## src/rtl/fetch_4t_pkg.sv

```systemverilog
// fetch_4t_pkg: shared types, thread count and reset-PC layout for the 4-thread fetch front end
package fetch_4t_pkg;
    localparam int          NUM_THREADS     = 4;
    localparam logic [31:0] RESET_PC_BASE   = 32'h0000_0000;
    localparam logic [31:0] RESET_PC_STRIDE = 32'h0000_0400;
    typedef logic [1:0] t_thread_id;
    function automatic logic [31:0] reset_pc(input t_thread_id t);
        return RESET_PC_BASE + RESET_PC_STRIDE * {30'b0, t};
    endfunction
endpackage

```

## src/rtl/fetch_4t_if.sv

```systemverilog
// fetch_4t_if: fetch front-end bus (control in, Q100H i_mem request, Q101H decode feed)
//   master: core side (drives enables, stall, redirect, returned instruction)
//   slave : fetch unit (drives Q100H request and Q101H instruction/tag)
interface fetch_4t_if;
    import fetch_4t_pkg::*;
    logic [3:0]  ThreadEnQnnnH;
    logic        StallQ100H;
    logic        RedirectValidQ102H;
    t_thread_id  RedirectThreadQ102H;
    logic [31:0] RedirectPcQ102H;
    logic [31:0] PcQ100H;
    logic        RdEnableQ100H;
    t_thread_id  ThreadQ100H;
    logic [31:0] InstFetchQ101H;
    logic [31:0] InstQ101H;
    logic        InstValidQ101H;
    t_thread_id  ThreadQ101H;
    logic [31:0] PcQ101H;
    modport master (
        output ThreadEnQnnnH, StallQ100H, RedirectValidQ102H, RedirectThreadQ102H, RedirectPcQ102H, InstFetchQ101H,
        input  PcQ100H, RdEnableQ100H, ThreadQ100H, InstQ101H, InstValidQ101H, ThreadQ101H, PcQ101H
    );
    modport slave (
        input  ThreadEnQnnnH, StallQ100H, RedirectValidQ102H, RedirectThreadQ102H, RedirectPcQ102H, InstFetchQ101H,
        output PcQ100H, RdEnableQ100H, ThreadQ100H, InstQ101H, InstValidQ101H, ThreadQ101H, PcQ101H
    );
endinterface

```

## src/rtl/fetch_4t_pc_bank.sv

```systemverilog
// fetch_4t_pc_bank: per-thread PC registers with redirect-over-increment priority
//   QClk/RstQnnnH : clock, sync active-high reset
//   i_fetch       : the selected thread is being fetched this cycle
//   i_thread      : thread in the Q100H slot (read and increment target)
//   i_redir_*     : redirect valid/thread/target (target already word-aligned)
//   o_pc          : PC of i_thread
module fetch_4t_pc_bank
    import fetch_4t_pkg::*;
(
    input  logic        QClk,
    input  logic        RstQnnnH,
    input  logic        i_fetch,
    input  t_thread_id  i_thread,
    input  logic        i_redir_valid,
    input  t_thread_id  i_redir_thread,
    input  logic [31:0] i_redir_pc,
    output logic [31:0] o_pc
);
    logic [31:0] r_pc [NUM_THREADS];

    always_ff @(posedge QClk) begin
        for (int n = 0; n < NUM_THREADS; n++) begin
            if (RstQnnnH)
                r_pc[n] <= reset_pc(t_thread_id'(n));
            else if (i_redir_valid && i_redir_thread == t_thread_id'(n))
                r_pc[n] <= i_redir_pc;
            else if (i_fetch && i_thread == t_thread_id'(n))
                r_pc[n] <= r_pc[n] + 32'd4;
        end
    end

    assign o_pc = r_pc[i_thread];
endmodule

```

## src/rtl/fetch_4t.sv

```systemverilog
// fetch_4t: barrel-thread instruction fetch, round-robin over 4 threads, 1-cycle Q101H tag pipe
//   QClk     : core clock
//   RstQnnnH : sync active-high reset
//   bus      : fetch_4t_if.slave (enables, stall, redirect, i_mem request/response, decode feed)
module fetch_4t
    import fetch_4t_pkg::*;
(
    input  logic        QClk,
    input  logic        RstQnnnH,
    fetch_4t_if.slave   bus
);
    t_thread_id  r_thread;
    t_thread_id  r_thread_q101;
    logic        r_valid_q101;
    logic [31:0] r_pc_q101;
    logic [31:0] w_pc;
    logic        w_kill;
    logic        w_rd_en;

    // a redirect landing on the thread currently in slot suppresses its stale fetch
    assign w_kill  = bus.RedirectValidQ102H && bus.RedirectThreadQ102H == r_thread;
    assign w_rd_en = bus.ThreadEnQnnnH[r_thread] & ~bus.StallQ100H & ~RstQnnnH & ~w_kill;

    fetch_4t_pc_bank u_pc_bank (
        .QClk           (QClk),
        .RstQnnnH       (RstQnnnH),
        .i_fetch        (w_rd_en),
        .i_thread       (r_thread),
        .i_redir_valid  (bus.RedirectValidQ102H),
        .i_redir_thread (bus.RedirectThreadQ102H),
        .i_redir_pc     (bus.RedirectPcQ102H & 32'hFFFF_FFFC),
        .o_pc           (w_pc)
    );

    // disabled threads keep their slot, so the pointer advances on every unstalled cycle
    always_ff @(posedge QClk) begin
        if (RstQnnnH) begin
            r_thread      <= '0;
            r_valid_q101  <= 1'b0;
            r_thread_q101 <= '0;
            r_pc_q101     <= '0;
        end else begin
            if (!bus.StallQ100H)
                r_thread <= r_thread + 2'd1;
            r_valid_q101 <= w_rd_en;
            if (w_rd_en) begin
                r_thread_q101 <= r_thread;
                r_pc_q101     <= w_pc;
            end
        end
    end

    assign bus.PcQ100H        = w_pc;
    assign bus.RdEnableQ100H  = w_rd_en;
    assign bus.ThreadQ100H    = r_thread;
    assign bus.InstQ101H      = r_valid_q101 ? bus.InstFetchQ101H : 32'h0;
    assign bus.InstValidQ101H = r_valid_q101;
    assign bus.ThreadQ101H    = r_thread_q101;
    assign bus.PcQ101H        = r_pc_q101;
endmodule
```

## src/flat_wrapper.sv

```systemverilog
// flat-port wrapper written by rule: the top's interface ports become plain ports
module fetch_4t_flat import fetch_4t_pkg::*;
  (QClk, RstQnnnH, bus_ThreadEnQnnnH, bus_StallQ100H, bus_RedirectValidQ102H, bus_RedirectThreadQ102H, bus_RedirectPcQ102H, bus_InstFetchQ101H, bus_PcQ100H, bus_RdEnableQ100H, bus_ThreadQ100H, bus_InstQ101H, bus_InstValidQ101H, bus_ThreadQ101H, bus_PcQ101H);
  fetch_4t_if bus_i ();
  input  logic QClk;
  input  logic RstQnnnH;
  input wire logic [$bits(bus_i.ThreadEnQnnnH)-1:0] bus_ThreadEnQnnnH;
  input wire logic [$bits(bus_i.StallQ100H)-1:0] bus_StallQ100H;
  input wire logic [$bits(bus_i.RedirectValidQ102H)-1:0] bus_RedirectValidQ102H;
  input wire logic [$bits(bus_i.RedirectThreadQ102H)-1:0] bus_RedirectThreadQ102H;
  input wire logic [$bits(bus_i.RedirectPcQ102H)-1:0] bus_RedirectPcQ102H;
  input wire logic [$bits(bus_i.InstFetchQ101H)-1:0] bus_InstFetchQ101H;
  output wire logic [$bits(bus_i.PcQ100H)-1:0] bus_PcQ100H;
  output wire logic [$bits(bus_i.RdEnableQ100H)-1:0] bus_RdEnableQ100H;
  output wire logic [$bits(bus_i.ThreadQ100H)-1:0] bus_ThreadQ100H;
  output wire logic [$bits(bus_i.InstQ101H)-1:0] bus_InstQ101H;
  output wire logic [$bits(bus_i.InstValidQ101H)-1:0] bus_InstValidQ101H;
  output wire logic [$bits(bus_i.ThreadQ101H)-1:0] bus_ThreadQ101H;
  output wire logic [$bits(bus_i.PcQ101H)-1:0] bus_PcQ101H;
  assign bus_i.ThreadEnQnnnH = bus_ThreadEnQnnnH;
  assign bus_i.StallQ100H = bus_StallQ100H;
  assign bus_i.RedirectValidQ102H = bus_RedirectValidQ102H;
  assign bus_i.RedirectThreadQ102H = bus_RedirectThreadQ102H;
  assign bus_i.RedirectPcQ102H = bus_RedirectPcQ102H;
  assign bus_i.InstFetchQ101H = bus_InstFetchQ101H;
  assign bus_PcQ100H = bus_i.PcQ100H;
  assign bus_RdEnableQ100H = bus_i.RdEnableQ100H;
  assign bus_ThreadQ100H = bus_i.ThreadQ100H;
  assign bus_InstQ101H = bus_i.InstQ101H;
  assign bus_InstValidQ101H = bus_i.InstValidQ101H;
  assign bus_ThreadQ101H = bus_i.ThreadQ101H;
  assign bus_PcQ101H = bus_i.PcQ101H;
  fetch_4t u_core (.QClk(QClk), .RstQnnnH(RstQnnnH), .bus(bus_i));
endmodule
```

## config.mk

```make
export PLATFORM = sky130hd
export DESIGN_NAME = fetch_4t_flat
export DESIGN_NICKNAME = d
export VERILOG_FILES = /design/src/rtl/fetch_4t_pkg.sv /design/src/rtl/fetch_4t_if.sv /design/src/rtl/fetch_4t_pc_bank.sv /design/src/rtl/fetch_4t.sv /design/src/flat_wrapper.sv
export SDC_FILE = /design/constraint.sdc
export NUM_CORES = 1
export LEC_CHECK = 0
export ABC_CLOCK_PERIOD_IN_PS = 4900
export CAP_MARGIN = 30
export CELL_PAD_IN_SITES_DETAIL_PLACEMENT = 1
export CELL_PAD_IN_SITES_GLOBAL_PLACEMENT = 2
export CORE_MARGIN = 3
export CORE_UTILIZATION = 33
export DETAILED_ROUTE_END_ITERATION = 6
export PLACE_DENSITY_LB_ADDON = 0.12
export REMOVE_ABC_BUFFERS = 1
export SLEW_MARGIN = 20
export SYNTH_ARGS = -nofsm -noshare
export SYNTH_HDL_FRONTEND = slang
export SYNTH_SLANG_ARGS = --single-unit
```

## constraint.sdc

```tcl
create_clock -name QClk -period 4.9 [get_ports QClk]
set_input_delay 0.98 -clock QClk [delete_from_list [all_inputs] [get_ports QClk]]
set_output_delay 0.98 -clock QClk [all_outputs]
set_load 0.01 [all_outputs]
```

After elaboration in Yosys (flattened, before gate mapping)
Memories as Yosys holds them, arrays and structs flattened. A register that Yosys moved wholly into a read port is not among the register bits.
Index checks and enable logic that the tools add are counted.
- memory bits (writable): 128
- flip-flop bits (word level): 37
- memories kept: 1
- input bits: 74
- output and inout bits: 102
- memories (memory ; words ; bits a word ; rd ports ; clocked after memory_dff ; wr ports ; line ; source):
    u_core.u_pc_bank.r_pc ; 4 ; 32 ; 5 ; 1 ; 4 ; fetch_4t_pc_bank.sv:19 ; logic [31:0] r_pc [NUM_THREADS];
- $lt $le $gt $ge: 1
- add/subtract/negate cells: 5
- equal/unequal tests: 7
- bitwise gates (word level): 14
- reductions and logical operators: 11
- muxes and demuxes: 43
- operators with widths (cell ; count):
    2-to-1 mux 32 bit ; 9
    adder 32 x 3 -> 32 bit, second input constant ; 4
    2-to-1 mux 1 bit ; 31
    logical AND 1 bit ; 9
    == test 2 bit, second input constant ; 4
    bitwise OR 1 bit ; 8
    == test 2 x 1 -> 1 bit, second input constant ; 2
    zero test 2 bit ; 2
    2-to-1 mux 2 bit ; 2
    AND 1 bit ; 3
    less-than comparator 2 x 3 -> 1 bit, second input constant ; 1
    inverter 1 bit ; 3
    adder 2 x 1 -> 2 bit, second input constant ; 1
    binary-select mux 1 bit (select 2 bit) ; 1
    == test 2 bit ; 1

Longest topological paths before layout
- depth in word-level cells: 11
- mapped depth: 9

Modules after synthesis
From an unflattened synthesis, not the netlist that was laid out.
- cells, all modules: 1023
- area total of the unflattened synthesis: 10017.1 um^2
- by module, submodules not included (module ; seq. area each (um^2) ; cells each ; area an instance (um^2) ; times used):
    fetch_4t_pc_bank ; 3843.7 ; 814 ; 8318.0 ; 1
    fetch_4t ; 740.7 ; 209 ; 1699.1 ; 1

Least setup slack after synthesis
Ideal clock, no wire load.
- path kind: input-to-reg
- start: in bus_ThreadEnQnnnH[3]
- end: mem u_core.u_pc_bank.r_pc[0][10] (enable)
- cell stages on the path: 5
- setup slack: 0.503 ns
- data arrival time: 3.938 ns
- library setup time: 0.459 ns
- data required time: 4.441 ns
- path through: mux2i_1 > a211oi_2 > nand3_2 > clkbuf_1 > o21ai_0
- RTL lines (item ; line ; source):
    from (decl) ; flat_wrapper.sv:7 ; input wire logic [$bits(bus_i.ThreadEnQnnnH)-1:0] bus_ThreadEnQnnnH;
    to (decl) ; fetch_4t_pc_bank.sv:19 ;

Final worst setup path
- start: in bus_ThreadEnQnnnH[3]
- end: out bus_RdEnableQ100H
- word-level cells in the longest chain between the ends: 5
- RTL lines (item ; line ; source):
    binary-select mux 1 bit (select 2 bit) ; fetch_4t.sv:22 ; assign w_rd_en = bus.ThreadEnQnnnH[r_thread] & ~bus.StallQ100H & ~RstQnnnH & ~w_kill;
    2-to-1 mux 1 bit (not written as such) ; fetch_4t.sv:22 ;
    AND 1 bit (3 in series) ; fetch_4t.sv:22 ;
    to (decl) ; flat_wrapper.sv:14 ; output wire logic [$bits(bus_i.RdEnableQ100H)-1:0] bus_RdEnableQ100H;
Every way passes these cells. The select of a mux whose other input is x is not followed.

==> flow_metrics.py <==
metrics = {
    "placement": {
        "postPlaceCellArea_um2": 11600,
        "dpl.hpwl_um": 24500,
        "numPortBuffers": 169,
        "placedCellCount": 1503,
        "gp_congestion": 0.819,
    },
    "timing": {
        "fmax_ghz": 0.258,
        "slew_headroom": 0.384,
        "rsz0062_at_grt": "false",
        "slew_violations": 0,
        "post-route-period-util": 0.791,
        "final.setup.tns_ns": 0,
        "setup_viol": 0,
        "hold_violations": 0,
        "skew_ns": 0.0127,
        "tightest_slew_ns": 0.917,
        "finalCriticalPeriod_ns": 3.87,
    },
    "layout": {
        "final_area_um2": 12100,
        "drive_above_1_share": 0.0856,
        "syn_to_final_growth_pct": 28.1,
        "diodes": 0,
        "nets": 1227,
        "final_cells": 1535,
    },
    "synthesis": {
        "muxShareOfSynthArea": 0.0745,
        "yosysWarnings": 0,
        "synth-seq-cells": 157,
        "async_reset_ff_frac": 0,
        "synthCells": 988,
        "synth_area_um2": 9470,
        "synth.avg_cell_area_um2": 9.59,
        "yosysSeqAreaShare": 0.459,
        "synth-simple-area-share": 0.231,
        "synthDistinctLibCells": 44,
        "synth-adder-area-share": 0.0106,
        "synth_compound_area_frac": 0.0877,
        "synthXorXnorAreaFrac": 0.104,
        "synth_top_family_by_area": "simple AND/OR/NAND/NOR gates",
        "synth-edff-count": 120,
        "synthFlopType": "edfxtp_1",
    },
    "routing": {
        "drt_first_iter_violations": 569,
        "wl_per_cell_um": 22.6,
        "via_per_inst": 5.41,
        "wl_um": 34700,
        "dr.pass1.iters": 5,
        "drc_errors": 0,
        "ant_nets": 0,
        "vias": 8308,
    },
    "power": {
        "vdd_drop_max_mv": 0.233,
        "leakage_uw": 0.00379,
        "powerDensity_nw_per_um2": 284,
    },
    "job": {
        "max_cap_viol_count": 0,
    },
    "floorplan": {
        "core_um2": 28000,
        "die_w_um": 175,
        "die-area_um2": 30800,
        "die_y_um": 175,
        "ios": 176,
        "num_rows": 61,
        "initial_utilization": 0.338,
    },
    "worst_setup_path": {
        "worst-path-stages": 7,
        "cp_num_buf_inv": 4,
        "r2r_setup_slack_ns": 2.00,
        "cp.required_ns": 3.92,
        "slowest_stage": "clkdlybuf4s50_1",
        "reg2regPathDepth": 8,
        "cp_common_cell": "clkdlybuf4s50_1",
        "timing.rr.end": "u_core.u_pc_bank.r_pc[2][25]",
        "cp.arrival_ns": 2.89,
        "cp_slowest_stage_delay_ns": 0.58,
        "crit_fanout": 14,
        "worst_setup_path_start_kind": "primary input",
        "r2r-start": "u_core.bus.ThreadQ100H[1]",
        "cp_cell_sequence": "clkdlybuf4s50_1, mux2i_1, a211oi_2, nand3_2, inv_2, buf_4, clkdlybuf4s50_1",
        "startpoint": "bus_ThreadEnQnnnH[3]",
        "path_delay_family": "buffers and inverters",
        "end_kind": "output port",
        "worstSetupPathType": "primary input to output port",
    },
    "clock_tree": {
        "cts_hold_buf": 0,
        "cts_made_buffers": 17,
        "post_cts_buffers": 0,
        "clock_latency_ns": 0.44,
        "cts_resized": 0,
        "tritoncts": "built",
        "ctsRootBufferMaster": "clkbuf_16",
        "htreeDepth": 4,
        "path_clk_slew_ns": 0.07,
        "clock_sinks": 157,
        "clk_path_buf_depth": 2,
    },
    "grt": {
        "grt_pass1_vias": 8594,
        "grt_pass1_wl_um": 52800,
        "grt_max_degree": 48,
        "gr-total-overflow": 0,
        "grt_usage": 0.226,
        "antenna_found_initial": 0,
    },
    "worst_hold_path": {
        "hp-class": "flop to flop",
        "hold_depth": 2,
        "holdPathEnd": "u_core.bus.PcQ101H[11]",
        "hold_start": "u_core.bus.PcQ101H[11]",
    },
    "status": {
        "status": "completed",
    },
}
[cell usage after synthesis, types with 2 or more instances]
cell type | instances | area [um2]
or4_1 | 6 | 45.0
o211ai_1 | 3 | 22.5
o21ai_0 | 96 | 480
nand3b_1 | 5 | 37.5
and2_1 | 37 | 231
nand4_2 | 2 | 25.0
or2_2 | 4 | 25.0
nand2_1 | 215 | 807
dfxtp_1 | 37 | 741
nand4_1 | 25 | 156
nor3_2 | 3 | 30.0
nor4_1 | 11 | 68.8
inv_1 | 19 | 71.3
clkbuf_1 | 38 | 143
nor3b_1 | 2 | 15.0
xor2_1 | 42 | 368
nor4_2 | 4 | 50.1
mux2i_1 | 3 | 30.0
ha_1 | 8 | 100
edfxtp_1 | 120 | 3600
and4_1 | 11 | 96.3
o21ai_1 | 17 | 85.1
nand3_1 | 45 | 225
buf_6 | 2 | 22.5
xnor2_1 | 70 | 613
buf_2 | 8 | 40.0
buf_4 | 4 | 30.0
a22o_1 | 3 | 26.3
mux4_2 | 30 | 676
nor3_1 | 24 | 120
a21oi_1 | 33 | 165
o32a_1 | 2 | 20.0
nor2_1 | 31 | 116
and3_1 | 18 | 113
[through the flow]
step / hold slack [ns] / utilization / setup WS, ns / total power (uW)
final: 0.452 / 0.433 / 1.03 / 3450
after global routing: 0.480 / 0.433 / 0.896 / 3590
after CTS: 0.455 / 0.432 / 0.984 / 3490
after detailed placement: 0.448 / 0.414 / 0.992 / 2250
after global placement: 0.442 / 0.413 / 0.982 / 2240
after floorplan: 0.474 / - / 0.318 / 1900
[logic make-up after synthesis]
| logic type | count (synthesis) |
|---|---|
| muxes | 33 |
| DFF | 157 |
| other | 1 |
| buffers and inverters | 73 |
| AOI/OAI and AO/OA | 157 |
| adders and majority gates | 8 |
| xor gates and xnor gates | 112 |
| and+or+nand+nor | 447 |
[how the worst max path moves through the flow]
stage,to
finish,bus_RdEnableQ100H
global route,bus_RdEnableQ100H
CTS,bus_RdEnableQ100H
detailed placement,bus_RdEnableQ100H
global placement,bus_RdEnableQ100H
floorplan,u_core.u_pc_bank.r_pc[0][10]
[worst register-to-register path: stages, from the launching register on]
cell and delay, ns:
dfxtp_1 0.57, mux2i_1 0.16, a211oi_2 0.35, nand3_2 0.13, inv_2 0.08, buf_4 0.30, nand2_1 0.10, nand3b_1 0.62
buf_12 0.27
[metal layers]
| metal | vias up | share of wire | global-route usage |
|---|---|---|---|
| li1 | 3840 | - | - |
| met1 | 4219 | 0.44 | 0.307 |
| met2 | 224 | 0.50 | 0.383 |
| met3 | 25 | 0.049 | 0.0365 |
| met4 | 0 | 0.013 | 0.0482 |
| met5 | - | 0 | 0 |
[sequential cells by signal (all words and copies together) (netlist names), named ones only]
register / cells
u_core.bus.InstValidQ101H: 1
u_core.u_pc_bank.r_pc: 120
u_core.bus.ThreadQ101H: 2
u_core.bus.PcQ101H: 30
u_core.bus.ThreadQ100H: 2
[final cells by class]
cell class / count / area (um2)
Fill cell: 3193 / 15900
Multi-Input combinational cell: 761 / 4850
Sequential cell: 157 / 4350
Timing Repair Buffer: 188 / 1870
Tap cell: 378 / 473
Clock buffer: 20 / 447
Inverter: 20 / 75.1
Clock inverter: 11 / 70.1
[where the power goes]
| part | switching [uW] | internal, uW | leakage (uW) |
|---|---|---|---|
| sequential | 108 | 1520 | 0.00156 |
| combinational | 283 | 299 | 0.00199 |
| clock | 583 | 655 | 0.000244 |
| total | 975 | 2480 | 0.00379 |
[placed cells by master, fill, tap and decap left out, types with 4 or more instances in the layout]
cell type / count
clkinvlp_4: 4
inv_1: 19
nor2_1: 28
nor4_1: 11
or2_2: 4
nand2_1: 215
nor4_2: 4
xnor2_1: 70
clkdlybuf4s50_1: 168
xor2_1: 42
a21oi_1: 33
conb_1: 4
and3_1: 18
o21ai_1: 17
or4_1: 6
buf_4: 15
o21ai_0: 95
mux4_2: 30
nand4_1: 25
dfxtp_1: 36
ha_1: 8
edfxtp_1: 120
and2_1: 37
nor3_1: 24
clkbuf_16: 17
nand3_1: 45
nand3b_1: 5
and4_1: 11
Power figures use the tool's default switching activity.
